`src/rtl/ethernet_frame_pkg.sv`:
```
// Shared Ethernet framing constants for session registration: message types,
// reject reasons, field byte offsets, response lengths and the controller state type.
package ethernet_frame_pkg;

  localparam int PACKET_PAYLOAD_BYTES = 112;

  localparam logic [15:0] MSG_SESSION_REG      = 16'h0001;
  localparam logic [15:0] MSG_SESSION_ACCEPTED = 16'h0002;
  localparam logic [15:0] MSG_SESSION_REJECTED = 16'h0003;

  localparam logic [7:0] RSN_BAD_SESSION = 8'h01;
  localparam logic [7:0] RSN_BAD_LENGTH  = 8'h02;
  localparam logic [7:0] RSN_DUPLICATE   = 8'h03;

  localparam int OFF_DST_MAC    = 0;
  localparam int OFF_SRC_MAC    = 6;
  localparam int OFF_ETHERTYPE  = 12;
  localparam int OFF_MSGTYPE    = 14;
  localparam int OFF_REQ_ID     = 16;
  localparam int OFF_SESSION_ID = 20;
  localparam int OFF_EXCH_CODE  = 21;
  localparam int HDR_BYTES      = 14;

  localparam int ACCEPT_MSG_BYTES = 20;
  localparam int REJECT_MSG_BYTES = 21;
  localparam int RESP_BUF_BYTES   = 21;

  typedef enum logic [1:0] {
    ST_RX,
    ST_DECIDE,
    ST_TX,
    ST_DROP
  } sess_state_t;

endpackage

```
`src/rtl/session_reg_ctrl_if.sv`:
```
// Byte-wide AXI-Stream pair for session registration: RX request stream (s_axis)
// and TX response stream (m_axis).
interface session_reg_ctrl_if;
  logic [7:0] s_axis_tdata;
  logic       s_axis_tvalid;
  logic       s_axis_tready;
  logic       s_axis_tlast;
  logic [7:0] m_axis_tdata;
  logic       m_axis_tvalid;
  logic       m_axis_tready;
  logic       m_axis_tlast;

  modport master (
    output s_axis_tdata, s_axis_tvalid, s_axis_tlast, m_axis_tready,
    input  s_axis_tready, m_axis_tdata, m_axis_tvalid, m_axis_tlast
  );

  modport slave (
    input  s_axis_tdata, s_axis_tvalid, s_axis_tlast, m_axis_tready,
    output s_axis_tready, m_axis_tdata, m_axis_tvalid, m_axis_tlast
  );
endinterface

```
`src/rtl/session_resp_ser.sv`:
```
// Response serialiser: loads up to 21 bytes (first byte in the MSBs) plus a length
// and shifts them out on a byte-wide AXI-Stream master, holding data while stalled.
module session_resp_ser
  import ethernet_frame_pkg::*;
(
  input  logic                          clk,
  input  logic                          rst,
  input  logic                          load,
  input  logic [RESP_BUF_BYTES*8-1:0]   resp_bytes,
  input  logic [4:0]                    resp_len,
  input  logic                          m_axis_tready,
  output logic [7:0]                    m_axis_tdata,
  output logic                          m_axis_tvalid,
  output logic                          m_axis_tlast
);
  localparam int TOP = RESP_BUF_BYTES*8;

  logic [TOP-1:0] shift_q;
  logic [4:0]     remain_q;
  logic           hs;

  assign hs = m_axis_tvalid && m_axis_tready;

  always_ff @(posedge clk) begin
    if (rst) begin
      shift_q       <= '0;
      remain_q      <= '0;
      m_axis_tdata  <= 8'h00;
      m_axis_tvalid <= 1'b0;
      m_axis_tlast  <= 1'b0;
    end else if (load) begin
      shift_q       <= resp_bytes << 8;
      remain_q      <= resp_len - 5'd1;
      m_axis_tdata  <= resp_bytes[TOP-1 -: 8];
      m_axis_tvalid <= 1'b1;
      m_axis_tlast  <= (resp_len == 5'd1);
    end else if (hs) begin
      if (m_axis_tlast) begin
        m_axis_tdata  <= 8'h00;
        m_axis_tvalid <= 1'b0;
        m_axis_tlast  <= 1'b0;
      end else begin
        // next byte is already at the top of the shift register
        m_axis_tdata <= shift_q[TOP-1 -: 8];
        shift_q      <= shift_q << 8;
        remain_q     <= remain_q - 5'd1;
        m_axis_tlast <= (remain_q == 5'd1);
      end
    end
  end
endmodule

```
`src/rtl/session_reg_ctrl.sv`:
```
// Session registration controller: parses registration frames, keeps a session bitmap
// and answers with accept/reject. Build option SESSION_DUP_REJECT_EN rejects re-registration.
module session_reg_ctrl
  import ethernet_frame_pkg::*;
#(
  parameter int MAX_SESSION_ID  = 63,
  parameter int EXP_FRAME_BYTES = PACKET_PAYLOAD_BYTES
) (
  input  logic               clk,
  input  logic               rst,
  session_reg_ctrl_if.slave  bus,
  output logic [63:0]        session_valid,
  output logic [15:0]        accept_cnt,
  output logic [15:0]        reject_cnt
);
  sess_state_t state;
  logic        s_rdy;
  logic [10:0] byte_cnt;
  logic [7:0]  hdr [HDR_BYTES];
  logic [7:0]  msg_hi;
  logic [31:0] req_id;
  logic [7:0]  sess_id;

  logic        beat, rx_beat, msg_bad, tx_done, frame_clr, load_resp;
  logic        dup, accept;
  logic [7:0]  reason;
  logic [RESP_BUF_BYTES*8-1:0] resp_bytes;
  logic [4:0]  resp_len;

  function automatic logic [15:0] sat_inc16(input logic [15:0] v);
    return (v == 16'hFFFF) ? v : v + 16'd1;
  endfunction

  function automatic logic [10:0] sat_inc11(input logic [10:0] v);
    return (v == 11'h7FF) ? v : v + 11'd1;
  endfunction

  assign bus.s_axis_tready = s_rdy;
  assign beat      = bus.s_axis_tvalid && s_rdy;
  assign rx_beat   = (state == ST_RX) && beat;
  assign msg_bad   = (byte_cnt == 11'(OFF_MSGTYPE + 1)) &&
                     ({msg_hi, bus.s_axis_tdata} != MSG_SESSION_REG);
  assign tx_done   = (state == ST_TX) && bus.m_axis_tvalid && bus.m_axis_tready && bus.m_axis_tlast;
  assign frame_clr = (rx_beat && msg_bad && bus.s_axis_tlast) ||
                     ((state == ST_DROP) && beat && bus.s_axis_tlast) || tx_done;
  assign load_resp = (state == ST_DECIDE);

  always_comb begin
    dup = 1'b0;
`ifdef SESSION_DUP_REJECT_EN
    dup = session_valid[sess_id[5:0]];
`endif
    reason = 8'h00;
    if (byte_cnt != 11'(EXP_FRAME_BYTES))  reason = RSN_BAD_LENGTH;
    else if (int'(sess_id) > MAX_SESSION_ID) reason = RSN_BAD_SESSION;
    else if (dup)                            reason = RSN_DUPLICATE;
    accept = (reason == 8'h00);
    resp_bytes = {hdr[6], hdr[7], hdr[8], hdr[9], hdr[10], hdr[11],
                  hdr[0], hdr[1], hdr[2], hdr[3], hdr[4], hdr[5],
                  hdr[12], hdr[13],
                  accept ? MSG_SESSION_ACCEPTED : MSG_SESSION_REJECTED,
                  req_id, reason};
    resp_len = accept ? 5'(ACCEPT_MSG_BYTES) : 5'(REJECT_MSG_BYTES);
  end

  // Field capture: bytes beyond the end of a short frame stay zero
  always_ff @(posedge clk) begin
    if (rst || frame_clr) begin
      byte_cnt <= '0;
      for (int i = 0; i < HDR_BYTES; i++) hdr[i] <= 8'h00;
      msg_hi  <= 8'h00;
      req_id  <= '0;
      sess_id <= 8'h00;
    end else if (rx_beat) begin
      byte_cnt <= sat_inc11(byte_cnt);
      if (byte_cnt < 11'(HDR_BYTES)) hdr[byte_cnt[3:0]] <= bus.s_axis_tdata;
      case (byte_cnt)
        11'(OFF_MSGTYPE):    msg_hi        <= bus.s_axis_tdata;
        11'(OFF_REQ_ID):     req_id[31:24] <= bus.s_axis_tdata;
        11'(OFF_REQ_ID + 1): req_id[23:16] <= bus.s_axis_tdata;
        11'(OFF_REQ_ID + 2): req_id[15:8]  <= bus.s_axis_tdata;
        11'(OFF_REQ_ID + 3): req_id[7:0]   <= bus.s_axis_tdata;
        11'(OFF_SESSION_ID): sess_id       <= bus.s_axis_tdata;
        default: ;
      endcase
    end
  end

  always_ff @(posedge clk) begin
    if (rst) begin
      state         <= ST_RX;
      s_rdy         <= 1'b0;
      session_valid <= '0;
      accept_cnt    <= '0;
      reject_cnt    <= '0;
    end else begin
      case (state)
        ST_RX: begin
          s_rdy <= 1'b1;
          if (rx_beat) begin
            if (msg_bad) begin
              if (!bus.s_axis_tlast) state <= ST_DROP;
            end else if (bus.s_axis_tlast) begin
              state <= ST_DECIDE;
              s_rdy <= 1'b0;
            end
          end
        end
        ST_DROP: begin
          s_rdy <= 1'b1;
          if (beat && bus.s_axis_tlast) state <= ST_RX;
        end
        ST_DECIDE: begin
          if (accept) begin
            session_valid[sess_id[5:0]] <= 1'b1;
            accept_cnt <= sat_inc16(accept_cnt);
          end else begin
            reject_cnt <= sat_inc16(reject_cnt);
          end
          state <= ST_TX;
        end
        ST_TX: begin
          if (tx_done) begin
            state <= ST_RX;
            s_rdy <= 1'b1;
          end
        end
        default: state <= ST_RX;
      endcase
    end
  end

  session_resp_ser u_ser (
    .clk           (clk),
    .rst           (rst),
    .load          (load_resp),
    .resp_bytes    (resp_bytes),
    .resp_len      (resp_len),
    .m_axis_tready (bus.m_axis_tready),
    .m_axis_tdata  (bus.m_axis_tdata),
    .m_axis_tvalid (bus.m_axis_tvalid),
    .m_axis_tlast  (bus.m_axis_tlast)
  );
endmodule

```
`src/flat_wrapper.sv`:
```
// flat-port wrapper written by rule: the top's interface ports become plain ports
module session_reg_ctrl_flat import ethernet_frame_pkg::*;
#(
  parameter int MAX_SESSION_ID  = 63,
  parameter int EXP_FRAME_BYTES = PACKET_PAYLOAD_BYTES
)
  (clk, rst, session_valid, accept_cnt, reject_cnt, bus_s_axis_tdata, bus_s_axis_tvalid, bus_s_axis_tlast, bus_m_axis_tready, bus_s_axis_tready, bus_m_axis_tdata, bus_m_axis_tvalid, bus_m_axis_tlast);
  session_reg_ctrl_if bus_i ();
  input  logic clk;
  input  logic rst;
  output logic [63:0] session_valid;
  output logic [15:0] accept_cnt;
  output logic [15:0] reject_cnt;
  input wire logic [$bits(bus_i.s_axis_tdata)-1:0] bus_s_axis_tdata;
  input wire logic [$bits(bus_i.s_axis_tvalid)-1:0] bus_s_axis_tvalid;
  input wire logic [$bits(bus_i.s_axis_tlast)-1:0] bus_s_axis_tlast;
  input wire logic [$bits(bus_i.m_axis_tready)-1:0] bus_m_axis_tready;
  output wire logic [$bits(bus_i.s_axis_tready)-1:0] bus_s_axis_tready;
  output wire logic [$bits(bus_i.m_axis_tdata)-1:0] bus_m_axis_tdata;
  output wire logic [$bits(bus_i.m_axis_tvalid)-1:0] bus_m_axis_tvalid;
  output wire logic [$bits(bus_i.m_axis_tlast)-1:0] bus_m_axis_tlast;
  assign bus_i.s_axis_tdata = bus_s_axis_tdata;
  assign bus_i.s_axis_tvalid = bus_s_axis_tvalid;
  assign bus_i.s_axis_tlast = bus_s_axis_tlast;
  assign bus_i.m_axis_tready = bus_m_axis_tready;
  assign bus_s_axis_tready = bus_i.s_axis_tready;
  assign bus_m_axis_tdata = bus_i.m_axis_tdata;
  assign bus_m_axis_tvalid = bus_i.m_axis_tvalid;
  assign bus_m_axis_tlast = bus_i.m_axis_tlast;
  session_reg_ctrl #(.MAX_SESSION_ID(MAX_SESSION_ID), .EXP_FRAME_BYTES(EXP_FRAME_BYTES)) u_core (.clk(clk), .rst(rst), .bus(bus_i), .session_valid(session_valid), .accept_cnt(accept_cnt), .reject_cnt(reject_cnt));
endmodule
```
`config.mk`:
```
export PLATFORM = sky130hd
export DESIGN_NAME = session_reg_ctrl_flat
export DESIGN_NICKNAME = d
export VERILOG_FILES = /design/src/rtl/ethernet_frame_pkg.sv /design/src/rtl/session_reg_ctrl_if.sv /design/src/rtl/session_resp_ser.sv /design/src/rtl/session_reg_ctrl.sv /design/src/flat_wrapper.sv
export SDC_FILE = /design/constraint.sdc
export NUM_CORES = 1
export LEC_CHECK = 0
export CAP_MARGIN = 20
export CORE_ASPECT_RATIO = 0.7
export CORE_MARGIN = 4
export CORE_UTILIZATION = 40
export CTS_CLUSTER_DIAMETER = 40
export DETAILED_ROUTE_END_ITERATION = 12
export HOLD_SLACK_MARGIN = 0.08
export PLACE_DENSITY_LB_ADDON = 0.3
export SYNTH_ARGS = -nofsm -noshare
export SYNTH_HDL_FRONTEND = slang
export SYNTH_SLANG_ARGS = --single-unit
```
`constraint.sdc`:
```
create_clock -name clk -period 4.7 [get_ports clk]
set_input_delay 0.94 -clock clk [delete_from_list [all_inputs] [get_ports clk]]
set_output_delay 0.94 -clock clk [all_outputs]
set_load 0.03 [all_outputs]
```
# Word-level counts from Yosys, hierarchy flattened
# Memories as Yosys holds them, arrays and structs flattened.
# Cells that the tools add are included.
dict set report totals {
  register_bits 333
  mem_bits_ro 0
  in_bits 13
  latch_bits 0
  ramBits 112
  memories 1
  out_inout_bits 107
}
# memory depth word_bits read_ports rd_ports_with_merged_regs wr line
set memory_table {}
lappend memory_table {u_core.hdr 14 8 14 0 14 session_reg_ctrl.sv:19} ;# logic [7:0] hdr [HDR_BYTES];
dict set report classes {
  add_sub_neg 5
  magnitude_cmp 4
  reduce_logical 36
  shift 0
  n_mul 0
  eq_ne 23
  muxes 42
  bitwise 5
  n_div 0
}
# cell n
set op_table {}
lappend op_table {{$mux W168} 3}
lappend op_table {{$or A64 B64 Y64} 1}
lappend op_table {{$eq A11 B5 Y1 const B} 5}
lappend op_table {{$mux W8} 5}
lappend op_table {{$add A16 B1 Y16 const B} 2}
lappend op_table {{$eq A16 B16 Y1 const B} 2}
lappend op_table {{$eq A11 B4 Y1 const B} 2}
lappend op_table {{$reduce_and A2 Y1} 11}
lappend op_table {{$mux W1} 21}
lappend op_table {{$ne A16 B1 Y1 const B} 1}
lappend op_table {{$mux W5} 3}
lappend op_table {{$logic_and A1 B1 Y1} 13}
lappend op_table {{$mux W2} 6}
lappend op_table {{$add A11 B1 Y11 const B} 1}
lappend op_table {{$eq A11 B11 Y1 const B} 1}
lappend op_table {{$lt A11 B4 Y1 const B} 1}
lappend op_table {{$ne A11 B7 Y1 const B} 1}
lappend op_table {{$eq A5 B1 Y1 const B} 2}
lappend op_table {{$sub A5 B1 Y5 const B} 2}
lappend op_table {{$gt A8 B6 Y1 const B} 1}
lappend op_table {{$logic_not A8 Y1} 1}
lappend op_table {{$pmux W2 S4} 1}
lappend op_table {{$reduce_or A8 Y1} 1}
lappend op_table {{$lt A6 B7 Y1 const B} 1}
lappend op_table {{other kinds (17)} 27}

# Longest topological paths before layout
dict set report depth {
  ltp_word 11
  depth_mapped 9
  ltp_nobuf 7
}

# Cells and area by module
# From an unflattened synthesis, not the netlist that was laid out.
dict set report hier_totals {
  hier_cells 1982
  hier_area_um2 18238.7
}
# module seq_area_each_um2 area_per_inst_um2 cells_each instances
set by_module_without_submodules {}
lappend by_module_without_submodules {session_reg_ctrl 6526.3 10618.9 1009 1}
lappend by_module_without_submodules {session_resp_ser 3503.4 7619.8 973 1}

# Worst setup path after synthesis
# No wires, ideal clock.
dict set report synth_timing {
  path_type {input -> register}
  startpoint {in bus_m_axis_tready}
  endpoint {mem u_core.hdr[0][0], enable pin}
  path_stages 6
  arrival_time_ps 2303
  setup_slack_ps 2071
  setup_time_ps 326
  cell_sequence {nand3_1 > o31a_1 > o31a_1 > a31oi_2 > clkbuf_1 > a21o_1}
}
# element line
set synth_rtl {}
lappend synth_rtl {{from (decl)} flat_wrapper.sv:17} ;# input wire logic [$bits(bus_i.m_axis_tready)-1:0] bus_m_axis_tready;
lappend synth_rtl {{to (decl)} session_reg_ctrl.sv:19}

==> results_dict.tcl <==
set metrics [dict create \
    tightest_slew_ns 1.011 \
    drc 0 \
    synthXorXnorAreaFrac 0.01055 \
    dieArea_sq_um 47040 \
    ys.flop_type "dfxtp_1" \
    core_area_sq_um 42720 \
    slew-limit-headroom 0.3167 \
    layout.nets 1962 \
    clk_pin_slew_worst_paths_ns 0.06 \
    peakVddDrop_uv 257.9 \
    ctsHoldBuffers 0 \
    cts_buffers 47 \
    crit_required_ns 4.91 \
    grtUsageTotal 0.1998 \
    muxShareOfSynthArea 0.01392 \
    synth-simple-area-share 0.2179 \
    fin_skew_ns 0.02675 \
    dp_hpwl_mm 31.97 \
    hold_class "register to register" \
    end_kind "register" \
    synth_seq_cells 439 \
    overflow 0 \
    ctsLongestPathBuffers 3 \
    yosysUniqueCellTypes 57 \
    finalMaxSlewViolations 0 \
    synth-adder-area-share 0.005742 \
    die_y_microns 182.7 \
    critPathMaxStageDelay_ns 0.60 \
    yosys-top-cells-count "445 x nand2_1, 327 x dfxtp_1, 291 x nor2_1" \
    avgViaCountPerCell 5.581 \
    cts_tree "yes" \
    avgSynthCellArea_sq_um 9.190 \
    final_hold_viol_count 0 \
    synth_top_area_frac 0.3755 \
    outcome "finished clean" \
    worstSetupPathType "input pin to register" \
    grt_pass1_wl_mm 76.57 \
    synth_top_family_by_area "simple AND/OR/NAND/NOR gates" \
    synth_edf_count 112 \
    synth_most_common_cell "nand2_1" \
    synth_top_area_cell "dfxtp_1" \
    clock.fmax_ghz 0.3427 \
    finalCritPeriodShare 0.6209 \
    cpLargestDelayFamily "simple AND/OR/NAND/NOR gates" \
    period_needed_ns 2.918 \
    cp-start-kind "input pin" \
    vias 14320 \
    post_cts_buffers 0 \
    post-place-ws_ns 1.272 \
    rsz0062_at_grt "false" \
    seq_area_frac_synth 0.5684 \
    power.density_nw_per_um2 402.0 \
    fin_ws_ns 1.782 \
    grt_max_degree 142 \
    synth-async-reset-ratio 0 \
    clkLatencyLatePin_ns 0.57 \
    cts_resized 0 \
    drt-initial-drc-count 1405 \
    die_w_microns 257.5 \
    grt_pass1_vias 13470 \
    numPortBuffers 119 \
    areaGrowthSynthToFinish_pct 18.16 \
    synth-compound-area-share 0.1445 \
    clock-root-buffer "clkbuf_16" \
    start_util 0.4080 \
    worstPathCellList "clkdlybuf4s50_1 > nor4bb_1 > buf_4 > nand3_1 > nor3b_1 > a21o_1" \
    antenna_found_initial 0 \
    rows 63 \
    diodes 0 \
    netlist_top_cells_area "dfxtp_1 38%, edfxtp_1 19%, nand2_1 9.6%" \
    avgRoutedWirePerCell_microns 18.92 \
    setup_viol 0 \
    drv_cap 0 \
    syn_area_sq_um 17430 \
    setup-tns-final_ns 0 \
    crit_slowest_cell "nor3b_1" \
    worstPathMaxFanout 11 \
    h-tree-depth 2 \
    synth.net_count 1918 \
    gp_congestion 0.9012 \
    drt_first_pass_iters 5 \
    crit_arrival_ns 3.13 \
    drt-total-wl_mm 48.53 \
    cts.sinks 439 \
    leakage_nw 6.874 \
    critPathBufInv 2 \
    syn_inst 1897 \
    ant_nets 0 \
    pin_count 120 \
    layout-drive-gt1-share 0.06111 \
    ys.warnings.count 0 \
]
## layout by cell type (no fill, tap or decap), types with 4 or more instances in the layout
master           Yosys  routed
nand2_1            445     445
dfxtp_1            327     327
nor2_1             291     290
a311oi_1           134     134
clkdlybuf4s50_1      0     118
edfxtp_1           112     112
a21oi_1             80      80
o2bb2ai_1           52      52
clkbuf_16            0      48
nand3_1             30      30
nor3_1              29      29
buf_4                1      28
mux2i_1             22      22
inv_1               21      20
nor4_1              18      18
nand4_1             18      18
xnor2_1             17      17
a21o_1              15      15
o22ai_1             12      12
clkbuf_1           129      10
and4_1               9       9
a32oi_1              8       8
ha_1                 8       8
or3_1                7       7
inv_6                0       7
nor3b_1              6       6
a31oi_1              6       6
and2_1               6       6
o21ai_0              6       6
or4_1                6       6
o31ai_1              6       6
nor4b_1              4       4
and3_1               4       4
or2_2                4       4
nand3b_1             4       4
a211oi_1             4       4
xor2_1               4       4
bufinv_16            0       4
clkbuf_8             0       4
## logic make-up (layout without fill, tap and decap cells)
| logic type | count (synthesis) | in the layout |
|---|---|---|
| and+or+nand+nor | 898 | 898 |
| buffers and inverters | 174 | 257 |
| DFF | 439 | 439 |
| AOI/OAI and AO/OA | 333 | 333 |
| adders and majority gates | 8 | 8 |
| muxes | 24 | 24 |
| xor gates and xnor gates | 21 | 21 |
## through the flow
step	hold slack (ns)	utilization	power [mW]	instances	cell area, sq um
after floorplan	0.4315	-	4.371	1897	17430
after global routing	0.4619	0.4821	8.537	2565	20600
final	0.4439	0.4821	8.280	2565	20600
after detailed placement	0.4448	0.4450	4.562	2477	19010
after CTS	0.4526	0.4821	8.318	2565	20600
after global placement	0.4373	0.4450	4.557	2477	19010
## layer usage
metal | part of all wire | GRT usage | up-vias
met5 | 0 | 0 | -
met4 | 0.022 | 0.04858 | 0
met3 | 0.091 | 0.05271 | 87
met2 | 0.41 | 0.2857 | 529
met1 | 0.47 | 0.3005 | 6917
li1 | - | - | 6783
## flip-flops by register name, indices dropped and copies added, names as in the netlist
signal                      cells
u_core.req_id                  32
u_core.state                    2
u_core.bus.s_axis_tready        1
u_core.session_valid           64
u_core.reject_cnt              16
u_core.u_ser.m_axis_tvalid      1
u_core.u_ser.shift_q          154
u_core.accept_cnt              16
u_core.byte_cnt                11
u_core.u_ser.m_axis_tdata       8
u_core.u_ser.m_axis_tlast       1
u_core.hdr                    112
u_core.sess_id                  8
u_core.msg_hi                   8
u_core.u_ser.remain_q           5
## where the power goes
part           switching [mW]  internal [mW]  total, mW
Sequential             0.0755           3.98       4.05
Clock                    1.59           2.19       3.78
Combinational           0.335          0.106      0.441
Total                    2.00           6.28       8.28
## area by class of cell
cell class / instances / area, sq um
Inverter: 21 / 78.83
Timing Repair Buffer: 148 / 1423
Clock inverter: 26 / 291.5
Tap cell: 585 / 732.0
Clock buffer: 62 / 1294
Multi-Input combinational cell: 1284 / 6870
Fill cell: 3989 / 22130
Sequential cell: 439 / 9910
## worst register-to-register path: stages, from the launching register on
cell	delay, ns
dfxtp_1	0.63
and2_0	0.34
and4_1	0.23
nand2_1	0.15
a31oi_4	0.22
buf_4	0.38
a21o_1	0.37
## final timing paths
| check | startpoint | to | slack [ns] | depth (start not counted) |
|---|---|---|---|---|
| worst min-delay path | u_core.u_ser.shift_q[53] | u_core.u_ser.shift_q[61] | 0.44 | 2 |
| worst max register to register | u_core.byte_cnt[2] | u_core.hdr[3][2] | 2.03 | 6 |
| worst max-delay path | bus_s_axis_tvalid | u_core.hdr[9][0] | 1.78 | 6 |
| worst min register to register | u_core.u_ser.shift_q[53] | u_core.u_ser.shift_q[61] | 0.44 | 2 |
(Power assumes the default switching activity.)
